<file path="src/rtl/lcd_ctrl.sv">
// lcd_ctrl: turns LSU stores to the LCD window into HD44780-style write cycles
// and reports busy/overrun/fifo_full status. Optional command FIFO: LCD_FIFO_EN.
`default_nettype none

module lcd_ctrl #(
    parameter int SETUP_CYC     = 4,
    parameter int PULSE_CYC     = 25,
    parameter int HOLD_CYC      = 2,
    parameter int EXEC_CYC      = 2000,
    parameter int LONG_EXEC_CYC = 82000,
    parameter int FIFO_DEPTH    = 4
) (
    input  logic        i_clk,
    input  logic        i_reset,
    input  logic        i_lcd_wr,
    input  logic [31:0] i_lcd_word,
    output logic [7:0]  o_lcd_data,
    output logic        o_lcd_rs,
    output logic        o_lcd_rw,
    output logic        o_lcd_en,
    output logic        o_lcd_on,
    output logic        o_busy,
    output logic [31:0] o_status
);

    localparam int CW = $clog2(LONG_EXEC_CYC + 1);

    typedef enum logic [2:0] {
        S_IDLE  = 3'd0,
        S_SETUP = 3'd1,
        S_PULSE = 3'd2,
        S_HOLD  = 3'd3,
        S_WAIT  = 3'd4
    } state_t;

    state_t          r_state, w_state_nxt;
    logic [CW-1:0]   r_cnt, w_cnt_nxt;
    logic [7:0]      r_data;
    logic            r_rs, r_en, r_on, r_busy, r_overrun;
    logic            w_en_nxt, w_long;

    logic            w_ctrl, w_data_wr, w_start, w_drop, w_full, w_pending_nxt;
    logic [8:0]      w_word;
    logic            w_unused;

    assign w_ctrl    = i_lcd_word[31];
    assign w_data_wr = i_lcd_wr & ~w_ctrl;
    assign w_unused  = &{1'b0, i_lcd_word[30:9]};

`ifdef LCD_FIFO_EN
    localparam int AW = $clog2(FIFO_DEPTH);

    logic [8:0]      r_mem [FIFO_DEPTH];
    logic [AW-1:0]   r_wptr, r_rptr;
    logic [AW:0]     r_fcnt, w_fcnt_nxt;
    logic            w_push, w_pop;

    assign w_full        = (r_fcnt == (AW+1)'(FIFO_DEPTH));
    // A full FIFO drops the push even when a pop frees a slot this cycle.
    assign w_push        = w_data_wr & ~w_full;
    assign w_drop        = w_data_wr & w_full;
    assign w_pop         = (r_state == S_IDLE) && (r_fcnt != '0);
    assign w_start       = w_pop;
    assign w_word        = r_mem[r_rptr];
    assign w_fcnt_nxt    = r_fcnt + (AW+1)'(w_push) - (AW+1)'(w_pop);
    assign w_pending_nxt = (w_fcnt_nxt != '0);

    always_ff @(posedge i_clk or posedge i_reset) begin
        if (i_reset) begin
            r_wptr <= '0;
            r_rptr <= '0;
            r_fcnt <= '0;
            for (int i = 0; i < FIFO_DEPTH; i++) begin
                r_mem[i] <= '0;
            end
        end else begin
            if (w_push) begin
                r_mem[r_wptr] <= i_lcd_word[8:0];
                r_wptr        <= r_wptr + 1'b1;
            end
            if (w_pop) begin
                r_rptr <= r_rptr + 1'b1;
            end
            r_fcnt <= w_fcnt_nxt;
        end
    end
`else
    assign w_full        = 1'b0;
    assign w_start       = w_data_wr && (r_state == S_IDLE);
    assign w_drop        = w_data_wr && (r_state != S_IDLE);
    assign w_word        = i_lcd_word[8:0];
    assign w_pending_nxt = 1'b0;
`endif

    // Clear-display (0x01) and return-home (0x02/0x03) need the long wait.
    assign w_long = ~r_rs && ((r_data[7:1] == 7'b0000000) || (r_data[7:1] == 7'b0000001));

    always_comb begin
        w_state_nxt = r_state;
        w_cnt_nxt   = r_cnt;
        w_en_nxt    = 1'b0;
        case (r_state)
            S_IDLE: begin
                if (w_start) begin
                    w_state_nxt = S_SETUP;
                    w_cnt_nxt   = CW'(SETUP_CYC - 1);
                end
            end
            S_SETUP: begin
                if (r_cnt == '0) begin
                    w_state_nxt = S_PULSE;
                    w_cnt_nxt   = CW'(PULSE_CYC - 1);
                    w_en_nxt    = 1'b1;
                end else begin
                    w_cnt_nxt   = r_cnt - 1'b1;
                end
            end
            S_PULSE: begin
                w_en_nxt = 1'b1;
                if (r_cnt == '0) begin
                    w_state_nxt = S_HOLD;
                    w_cnt_nxt   = CW'(HOLD_CYC - 1);
                    w_en_nxt    = 1'b0;
                end else begin
                    w_cnt_nxt   = r_cnt - 1'b1;
                end
            end
            S_HOLD: begin
                if (r_cnt == '0) begin
                    w_state_nxt = S_WAIT;
                    w_cnt_nxt   = w_long ? CW'(LONG_EXEC_CYC - 1) : CW'(EXEC_CYC - 1);
                end else begin
                    w_cnt_nxt   = r_cnt - 1'b1;
                end
            end
            S_WAIT: begin
                if (r_cnt == '0) begin
                    w_state_nxt = S_IDLE;
                end else begin
                    w_cnt_nxt   = r_cnt - 1'b1;
                end
            end
            default: begin
                w_state_nxt = S_IDLE;
                w_cnt_nxt   = '0;
            end
        endcase
    end

    always_ff @(posedge i_clk or posedge i_reset) begin
        if (i_reset) begin
            r_state   <= S_IDLE;
            r_cnt     <= '0;
            r_data    <= '0;
            r_rs      <= 1'b0;
            r_en      <= 1'b0;
            r_on      <= 1'b0;
            r_busy    <= 1'b0;
            r_overrun <= 1'b0;
        end else begin
            r_state <= w_state_nxt;
            r_cnt   <= w_cnt_nxt;
            r_en    <= w_en_nxt;
            r_busy  <= (w_state_nxt != S_IDLE) || w_pending_nxt;
            if (w_start) begin
                r_data <= w_word[7:0];
                r_rs   <= w_word[8];
            end
            if (i_lcd_wr && w_ctrl) begin
                r_on <= i_lcd_word[0];
            end
            if (i_lcd_wr && w_ctrl && i_lcd_word[1]) begin
                r_overrun <= 1'b0;
            end else if (w_drop) begin
                r_overrun <= 1'b1;
            end
        end
    end

    assign o_lcd_data = r_data;
    assign o_lcd_rs   = r_rs;
    assign o_lcd_rw   = 1'b0;
    assign o_lcd_en   = r_en;
    assign o_lcd_on   = r_on;
    assign o_busy     = r_busy;
    assign o_status   = {29'b0, w_full, r_overrun, r_busy};

endmodule

`default_nettype wire

</file>
<file path="config.mk">
export PLATFORM = sky130hd
export DESIGN_NAME = lcd_ctrl
export DESIGN_NICKNAME = d
export VERILOG_FILES = /design/src/rtl/lcd_ctrl.sv
export SDC_FILE = /design/constraint.sdc
export NUM_CORES = 1
export LEC_CHECK = 0
export CAP_MARGIN = 20
export CORE_UTILIZATION = 45
export CTS_BUF_LIST = sky130_fd_sc_hd__clkbuf_8 sky130_fd_sc_hd__clkbuf_16
export CTS_CLUSTER_SIZE = 40
export DETAILED_ROUTE_END_ITERATION = 8
export GPL_ROUTABILITY_DRIVEN = 0
export GPL_TIMING_DRIVEN = 0
export PLACE_DENSITY = 0.83
export SLEW_MARGIN = 15
export SYNTH_ARGS = -nofsm -noshare
export SYNTH_HDL_FRONTEND = slang
export SYNTH_SLANG_ARGS = --single-unit
</file>
<file path="constraint.sdc">
create_clock -name i_clk -period 2.1 [get_ports i_clk]
set_input_delay 0.315 -clock i_clk [delete_from_list [all_inputs] [get_ports i_clk]]
set_output_delay 0.315 -clock i_clk [all_outputs]
set_load 0.05 [all_outputs]
</file>
# Word-level counts from Yosys, hierarchy flattened
# Cells that the tools add are included.
dict set report classes {
  addsub 1
  mul 0
  n_div 0
  n_lt_le_gt_ge 0
  n_eq_ne 7
  shift 0
  mux 18
  bitwise 3
  n_reduce_logical 13
}
# op count
set op_table {}
lappend op_table {{$mux 17} 6}
lappend op_table {{$pmux 17 s5} 1}
lappend op_table {{$logic_not 17->1} 1}
lappend op_table {{$sub 17x1->17 const B} 1}
lappend op_table {{$mux 3} 5}
lappend op_table {{$pmux 3 s5} 1}
lappend op_table {{$eq 7x1->1 const B} 1}
lappend op_table {{$logic_not 7->1} 1}
lappend op_table {{$eq 3x2->1 const B} 2}
lappend op_table {{$reduce_bool 3->1} 2}
lappend op_table {{$logic_and 1x1->1} 5}
lappend op_table {{$mux 1} 4}
lappend op_table {{$ne 2x2->1 const B} 2}
lappend op_table {{$eq 3x1->1 const B} 1}
lappend op_table {{$eq 3x3->1 const B} 1}
lappend op_table {{$logic_not 3->1} 1}
lappend op_table {{$not 1->1} 2}
lappend op_table {{$pmux 1 s2} 1}
lappend op_table {{$reduce_and 2->1} 1}
lappend op_table {{$reduce_bool 2->1} 1}
lappend op_table {{$and 1x1->1} 1}
lappend op_table {{$logic_or 1x1->1} 1}
dict set report totals {
  register_bits 33
  latchBits 0
  mem_bits_rw 0
  mem_bits_ro 0
  mem_count 0
}

# Logic depth before layout (Yosys ltp)
# Gate-level depths: netlist (run 1).
dict set report depth {
  ltp_word 6
  ltp_mapped 9
  mapped_depth_nobuf 8
}

# Worst setup path before layout (run 1)
# Ideal clock, no wire load.
dict set report synth_path {
  kind {register -> register}
  from {register r_cnt[0]}
  to {register r_cnt[12]}
  setup_time_ns 0.133
  arrival_ns 1.752
  path_slack_ns 0.214
  path_stages_with_launch 8
  n_path_buf 1
  synth_period_minus_slack_ns 1.886
  cell_sequence {dfrtp_1 > inv_1 > ha_1 > nor4b_2 > nand4_2 > buf_6 > a31oi_1 > nor2_1}
}
dict set report synth_via {
  elab_chain_cells 3
  word_cells_on_any_way 9
}
# item line
set synth_rtl {}
lappend synth_rtl {{from (decl)} 37} ;# logic [CW-1:0] r_cnt, w_cnt_nxt;
lappend synth_rtl {{from (signal assigned)} 162} ;# r_cnt <= w_cnt_nxt;
lappend synth_rtl {{$sub 17x1->17 / $logic_not 17->1 (equally long branches)} --}
lappend synth_rtl {{$mux 17 (tied with other cells)} 137} ;# if (r_cnt == '0) begin
lappend synth_rtl {{$pmux 17 s5 / $reduce_and 2->1 (equally long branches)} --}
# Several ways; a longest one is shown, not always the timed one. The select of a mux whose other input is x is not followed.
# A chain may end at the register's enable or synchronous reset.

# Worst setup path after layout (run 1)
dict set report layout_path {
  from {register r_cnt[0]}
  to {register r_cnt[16]}
}
# Same word-level chain as after synthesis.

==> impl_metrics.py, run 1 <==
metrics = {
    "sta": {
        "setup_violations": 0,
        "drv_slew": 0,
        "relSlewSlack": 0.540,
        "finalCritPeriodShare": 0.974,
        "skew_ns": 0.00776,
        "whs_ns": 0.448,
        "worstMarginPinSlew_ns": 0.688,
        "hold_viol": 0,
        "fmaxAchievable_mhz": 489,
        "setup_ws_ns": 0.0555,
        "min_period_ns": 2.04,
        "fin_setup_tns_ns": 0,
    },
    "global_route": {
        "grt_pass1_wl_mm": 8.34,
        "gr-usage-all-layers": 0.205,
        "grt_max_degree": 34,
        "grt_pass1_vias": 1798,
        "grt_remaining_overflow": 0,
        "antenna_found_initial": 0,
    },
    "critical_path": {
        "max_stage_delay_ns": 0.45,
        "crit_path_start_kind": "flip-flop",
        "worstPathArrival_ns": 2.22,
        "path_buf_inv": 3,
        "criticalPathCategory": "flip-flop to flip-flop",
        "path_delay_family": "simple AND/OR/NAND/NOR gates",
        "crit_chain": "inv_2, ha_2, nor4b_4, nand4_2, buf_4, buf_6, a21oi_1, nor2_1, o22ai_1, nand3_1",
        "critPathSlowestCell": "dfrtp_2",
        "required_ns": 2.27,
        "cp_max_fo": 10,
        "end_kind": "flip-flop",
    },
    "logic_synthesis": {
        "synth.top_cell.area_share": 0.363,
        "avgSynthCellArea_sq_um": 9.09,
        "synth.cell_area_sq_mm": 0.00227,
        "ys_seq_elements": 33,
        "synth_top_cells_by_area": "dfrtp_1, buf_4, a21oi_1, mux2_2, nand2_1",
        "syn_inst": 250,
        "ys.flop_type": "dfrtp_1",
        "yosys-top-cells-count": "buf_4, dfrtp_1, a21oi_1",
        "ys_seq_area_frac": 0.363,
        "yosys_warnings": 0,
        "yosysMostFrequentCell": "buf_4",
        "synth_edf_count": 0,
        "yosys.area.top_type": "dfrtp_1",
        "yosysUniqueCellTypes": 48,
        "async_reset_ff_frac": 1.00,
    },
    "power": {
        "cellPowerDensity_mw_per_mm2": 473,
        "leakage_nw": 1.36,
        "peakVddDrop_mv": 0.244,
    },
    "floorplanning": {
        "die_x_um": 73.1,
        "ios": 80,
        "die_area_sq_mm": 0.00534,
        "die_y_um": 73.1,
        "coreArea_sq_mm": 0.00479,
        "fp-row-count": 25,
        "start_util": 0.475,
    },
    "route": {
        "routed_wl_mm": 5.29,
        "wire_per_inst_um": 13.5,
        "antenna_left": 0,
        "drt-pass1-iter-count": 4,
        "vias": 2035,
        "drc": 0,
        "via_per_inst": 5.18,
        "drtIter0Drc": 324,
    },
    "clocking": {
        "cts_tree": "done",
        "clk_latency_ns": 0.29,
        "max-clock-path-buffers": 2,
        "ctsRootBufferMaster": "clkbuf_8",
        "worst_setup_hold_path_clk_slew_ns": 0.07,
        "numClockSinks": 33,
        "htree_num_levels": 2,
        "numCtsBuffers": 5,
    },
    "flow_run": {
        "maxCapViolCount": 0,
    },
    "worst_hold_path": {
        "hold_class": "primary input to async pin",
    },
    "final_layout": {
        "diodes": 0,
        "drive_gt1_frac": 0.288,
        "syn2layout_area_growth_pct": 31.0,
        "stdcell_area_sq_mm": 0.00298,
        "fill_cells": 418,
        "fin_nets": 363,
    },
    "placement": {
        "place_area_sq_mm": 0.00273,
        "dpl.hpwl_mm": 3.65,
        "portBuffers": 26,
        "post-place-ws_ns": -0.136,
    },
    "run_status": {
        "status": "completed",
    },
}
repair_timing:
item / in CTS / in global routing
pin swaps: 1 / 6
gates cloned: 0 / 0
hold buffers: 0 / 0
gates resized for setup: 5 / 9
setup buffers: 1 / 12
setup endpoints to repair: 15 / 16
path summary, 6_finish.rpt:
kind,depth (start not counted),to,slack [ns],startpoint
min in group i_clk,1,o_lcd_on$_DFFE_PP0P_,0.51,o_lcd_on$_DFFE_PP0P_
min reg2reg,1,o_lcd_on$_DFFE_PP0P_,0.51,o_lcd_on$_DFFE_PP0P_
min,2,o_lcd_rs$_DFFE_PP0P_,0.45,i_reset
max,10,r_cnt[16]$_DFFE_PP0P_,0.06,r_cnt[0]$_DFFE_PP0P_
max reg2reg,10,r_cnt[16]$_DFFE_PP0P_,0.06,r_cnt[0]$_DFFE_PP0P_
max in group asynchronous,2,r_cnt[5]$_DFFE_PP0P_,1.17,i_reset
cells by family after synthesis:
| kind of cell | count (synthesis) | share of synthesized area |
|---|---|---|
| AO/OA/AOI/OAI | 62 | 0.171 |
| XOR/XNOR | 4 | 0.0154 |
| adder cells (fa/ha/maj) | 2 | 0.0110 |
| buffers and inverters | 53 | 0.151 |
| flip-flops | 33 | 0.363 |
| multiplexers | 11 | 0.0540 |
| other | 1 | 0.00165 |
| AND/OR/NAND/NOR | 84 | 0.232 |
registers in the layout, summed over array words and instances, names as in the netlist:
register	cells
o_lcd_rs	1
r_state	3
o_lcd_on	1
r_overrun	1
o_busy	1
r_cnt	17
o_lcd_data	8
o_lcd_en	1
report_power, final:
group          total (W)  leakage [nW]  switching, W  internal (W)
combinational   0.000261         0.925      0.000178     0.0000834
clock           0.000489        0.0485      0.000233      0.000255
sequential      0.000658         0.391     0.0000121      0.000646
total            0.00141          1.36      0.000424      0.000985
metal layers:
layer,vias up,global-route usage,wire (um)
met5,-,0,0
met4,0,0.0806,92
met3,10,0.0401,339
met2,89,0.342,2640
met1,958,0.261,2220
li1,978,-,-
worst register-to-register path, delay by kind of cell (launching register included):
| kind | cells | cell delay (ns) |
|---|---|---|
| buffers and inverters | 3 | 0.44 |
| adder cells (fa/ha/maj) | 1 | 0.18 |
| AO/OA/AOI/OAI | 2 | 0.31 |
| flip-flops | 1 | 0.45 |
| AND/OR/NAND/NOR | 4 | 0.55 |
through the flow:
stage | total power, W | util | std cells
5_1_grt | 0.00146 | 0.622 | 393
3_5_place_dp | 0.000930 | 0.570 | 373
3_3_place_gp | 0.000927 | 0.570 | 373
6_report | 0.00141 | 0.622 | 393
2_1_floorplan | 0.000886 | - | 280
4_1_cts | 0.00141 | 0.597 | 381
cell type report:
cell class,count,area (sq um),share of cell area
timing repair buffer,39,358,0.120
multi-input combinational,194,1270,0.427
tap,67,83.8,0.0282
buffer,43,310,0.104
clock buffer,6,82.6,0.0277
sequential,33,828,0.278
clock inverter,1,3.75,0.00126
inverter,10,37.5,0.0126
placed cells by master (no fill, tap or decap), types with 2 or more instances in the layout:
master	instances
a21oi_1	25
a21oi_2	2
a31oi_1	5
and2_1	2
buf_2	2
buf_4	46
buf_6	3
clkbuf_1	5
clkbuf_8	6
clkdlybuf4s50_1	26
conb_1	31
dfrtp_1	31
dfrtp_2	2
inv_1	8
inv_2	2
mux2_2	10
nand2_1	22
nand3_1	8
nand4_1	4
nor2_1	17
nor3_1	5
nor3b_1	2
nor4_2	2
nor4_4	4
nor4b_4	2
o21ai_0	9
o21ai_1	5
o22ai_1	5
or3_1	4
xnor2_1	4
Power figures use the tool's default switching activity.
==> run 2, diff against run 1 <==
CAP_MARGIN = 10   (was 20)
MAX_ROUTING_LAYER = met4   (was not set)
==> run 2 against run 1 <==
Net effect: via count grew 0.39%; largest cell class unchanged; highest routed layer unchanged; non-clock buffer count shrank 2; power shrank 0.17%; fmax grew 0.61%; critical path type unchanged; combinational power is essentially flat; worst setup slack gained 0.012 ns.
==> impl_metrics.py, run 2 (synthesized netlist as in run 1, its figures left out) <==
metrics = {
    "global_route": {
        "grt_remaining_overflow": 0,
        "antenna_found_initial": 0,
        "grt_pass1_wl_mm": 8.31,
        "grt_max_degree": 34,
        "grt_pass1_vias": 1803,
        "gr-usage-all-layers": 0.211,
    },
    "flow_run": {
        "maxCapViolCount": 0,
    },
    "critical_path": {
        "critPathSlowestCell": "dfrtp_2",
        "cp_max_fo": 10,
        "path_delay_family": "simple AND/OR/NAND/NOR gates",
        "rrSetupSlack_ns": 0.07,
        "max_stage_delay_ns": 0.45,
        "worstPathArrival_ns": 2.21,
        "crit_chain": "inv_2, ha_2, nor4b_4, nand4_2, buf_4, buf_6, a21oi_1, nor2_1, o22ai_1, nand3_1",
        "end_kind": "flip-flop",
        "crit_path_start_kind": "flip-flop",
        "path_buf_inv": 3,
        "criticalPathCategory": "flip-flop to flip-flop",
        "required_ns": 2.27,
    },
    "final_layout": {
        "stdcell_area_sq_mm": 0.00296,
        "post-route-util": 0.619,
        "diodes": 0,
        "fin_nets": 361,
        "largest_reg_flops": 17,
        "drive_gt1_frac": 0.284,
        "syn2layout_area_growth_pct": 30.3,
        "largest_register": "r_cnt",
        "layout_common_cells": "buf_4, conb_1, dfrtp_1, clkdlybuf4s50_1, a21oi_1",
        "final_common_cell": "buf_4",
        "fill_cells": 416,
    },
    "sta": {
        "min_period_ns": 2.03,
        "finalCritPeriodShare": 0.968,
        "hold_viol": 0,
        "worstMarginPinSlew_ns": 0.692,
        "relSlewSlack": 0.538,
        "setup_violations": 0,
        "skew_ns": 0.00823,
        "fmaxAchievable_mhz": 492,
        "drv_slew": 0,
    },
    "route": {
        "via_per_inst": 5.23,
        "routed_wl_mm": 5.27,
        "vias": 2043,
        "drc": 0,
        "drt-pass1-iter-count": 6,
        "wire_per_inst_um": 13.5,
        "drtIter0Drc": 268,
        "antenna_left": 0,
    },
    "clocking": {
        "cts_tree": "done",
        "htree_num_levels": 2,
        "numCtsBuffers": 5,
        "worst_setup_hold_path_clk_slew_ns": 0.07,
        "clk_latency_ns": 0.29,
        "numClockSinks": 33,
        "ctsRootBufferMaster": "clkbuf_8",
        "max-clock-path-buffers": 2,
    },
    "placement": {
        "portBuffers": 26,
        "dpl.hpwl_mm": 3.65,
        "place_area_sq_mm": 0.00273,
    },
    "floorplanning": {
        "die_x_um": 73.1,
        "start_util": 0.475,
        "die_area_sq_mm": 0.00534,
        "fp-row-count": 25,
        "coreArea_sq_mm": 0.00479,
        "die_y_um": 73.1,
        "ios": 80,
    },
    "power": {
        "cellPowerDensity_mw_per_mm2": 475,
        "peakVddDrop_mv": 0.244,
        "power_switching_w": 0.000421,
        "leakage_nw": 1.35,
        "p_comb_frac": 0.186,
        "p_int_w": 0.000985,
        "switching_share": 0.300,
        "pwr-share-seq": 0.468,
        "clkPwrFrac": 0.346,
    },
    "run_status": {
        "status": "completed",
    },
    "worst_hold_path": {
        "hold_class": "primary input to async pin",
    },
}
[run 2: changes by cell type in the layout (fill, tap and decap cells not counted), sizes merged]
cell  change
buf       -2
[run 2: area by class of cell]
cell class / instances / area, sq um / share of cell area
inverters: 10 / 37.5 / 0.0127
clock buffers: 6 / 82.6 / 0.0279
repair buffers: 37 / 343 / 0.116
flip-flops and latches: 33 / 828 / 0.280
clock inverters: 1 / 3.75 / 0.00127
plain buffers: 43 / 310 / 0.105
well taps: 67 / 83.8 / 0.0283
multi-input cells: 194 / 1270 / 0.430
[run 2: layer usage]
layer	up-vias	wire [um]	global-route usage
met4	0	87	0.0806
li1	973	-	-
met1	949	2110	0.262
met5	-	0	-
met3	13	409	0.0401
met2	108	2660	0.341
[run 2: per-stage QoR]
stage | cells | power [W] | setup slack (ns) | hold slack [ns] | setup TNS [ns]
global placement | 373 | 0.000927 | -0.0696 | 0.489 | -0.447
CTS | 381 | 0.00141 | 0.0275 | 0.472 | 0
global route | 391 | 0.00146 | -0.0100 | 0.511 | -0.0100
floorplan | 280 | 0.000886 | 0.214 | 0.401 | 0
detailed placement | 373 | 0.000930 | -0.136 | 0.494 | -0.762
finish | 391 | 0.00141 | 0.0680 | 0.447 | 0
[run 2: worst paths after layout]
kind	cells past startpoint	to	from
setup / recovery	10	r_cnt[16]$_DFFE_PP0P_	r_cnt[0]$_DFFE_PP0P_
hold / removal	2	r_cnt[7]$_DFFE_PP0P_	i_reset
setup reg to reg	10	r_cnt[16]$_DFFE_PP0P_	r_cnt[0]$_DFFE_PP0P_
hold reg to reg	1	o_lcd_on$_DFFE_PP0P_	o_lcd_on$_DFFE_PP0P_
max in group asynchronous	2	r_cnt[5]$_DFFE_PP0P_	i_reset
min in group i_clk	1	o_lcd_on$_DFFE_PP0P_	o_lcd_on$_DFFE_PP0P_
[run 2: what timing repair did]
| item | CTS | global route |
|---|---|---|
| buffers inserted | 1 | 10 |
| hold buffers | 0 | 0 |
| setup endpoints to repair | 15 | 16 |
| resized for setup | 5 | 9 |
| pin swaps | 1 | 6 |
[run 2: power by group through the flow]
stage	clock network, W	registers (W)	logic, W
final	0.000486	0.000658	0.000262
after global routing	0.000526	0.000660	0.000277
after CTS	0.000489	0.000658	0.000260
after detailed placement	0	0.000670	0.000260
after global placement	0	0.000669	0.000258
after floorplan	0	0.000678	0.000208
[run 2: worst reg2reg max path, cell delays in order, from the launching register on]
cell,delay [ns]
dfrtp_2,0.45
inv_2,0.09
ha_2,0.19
nor4b_4,0.24
nand4_2,0.12
buf_4,0.20
buf_6,0.16
a21oi_1,0.14
nor2_1,0.08
o22ai_1,0.16
nand3_1,0.09
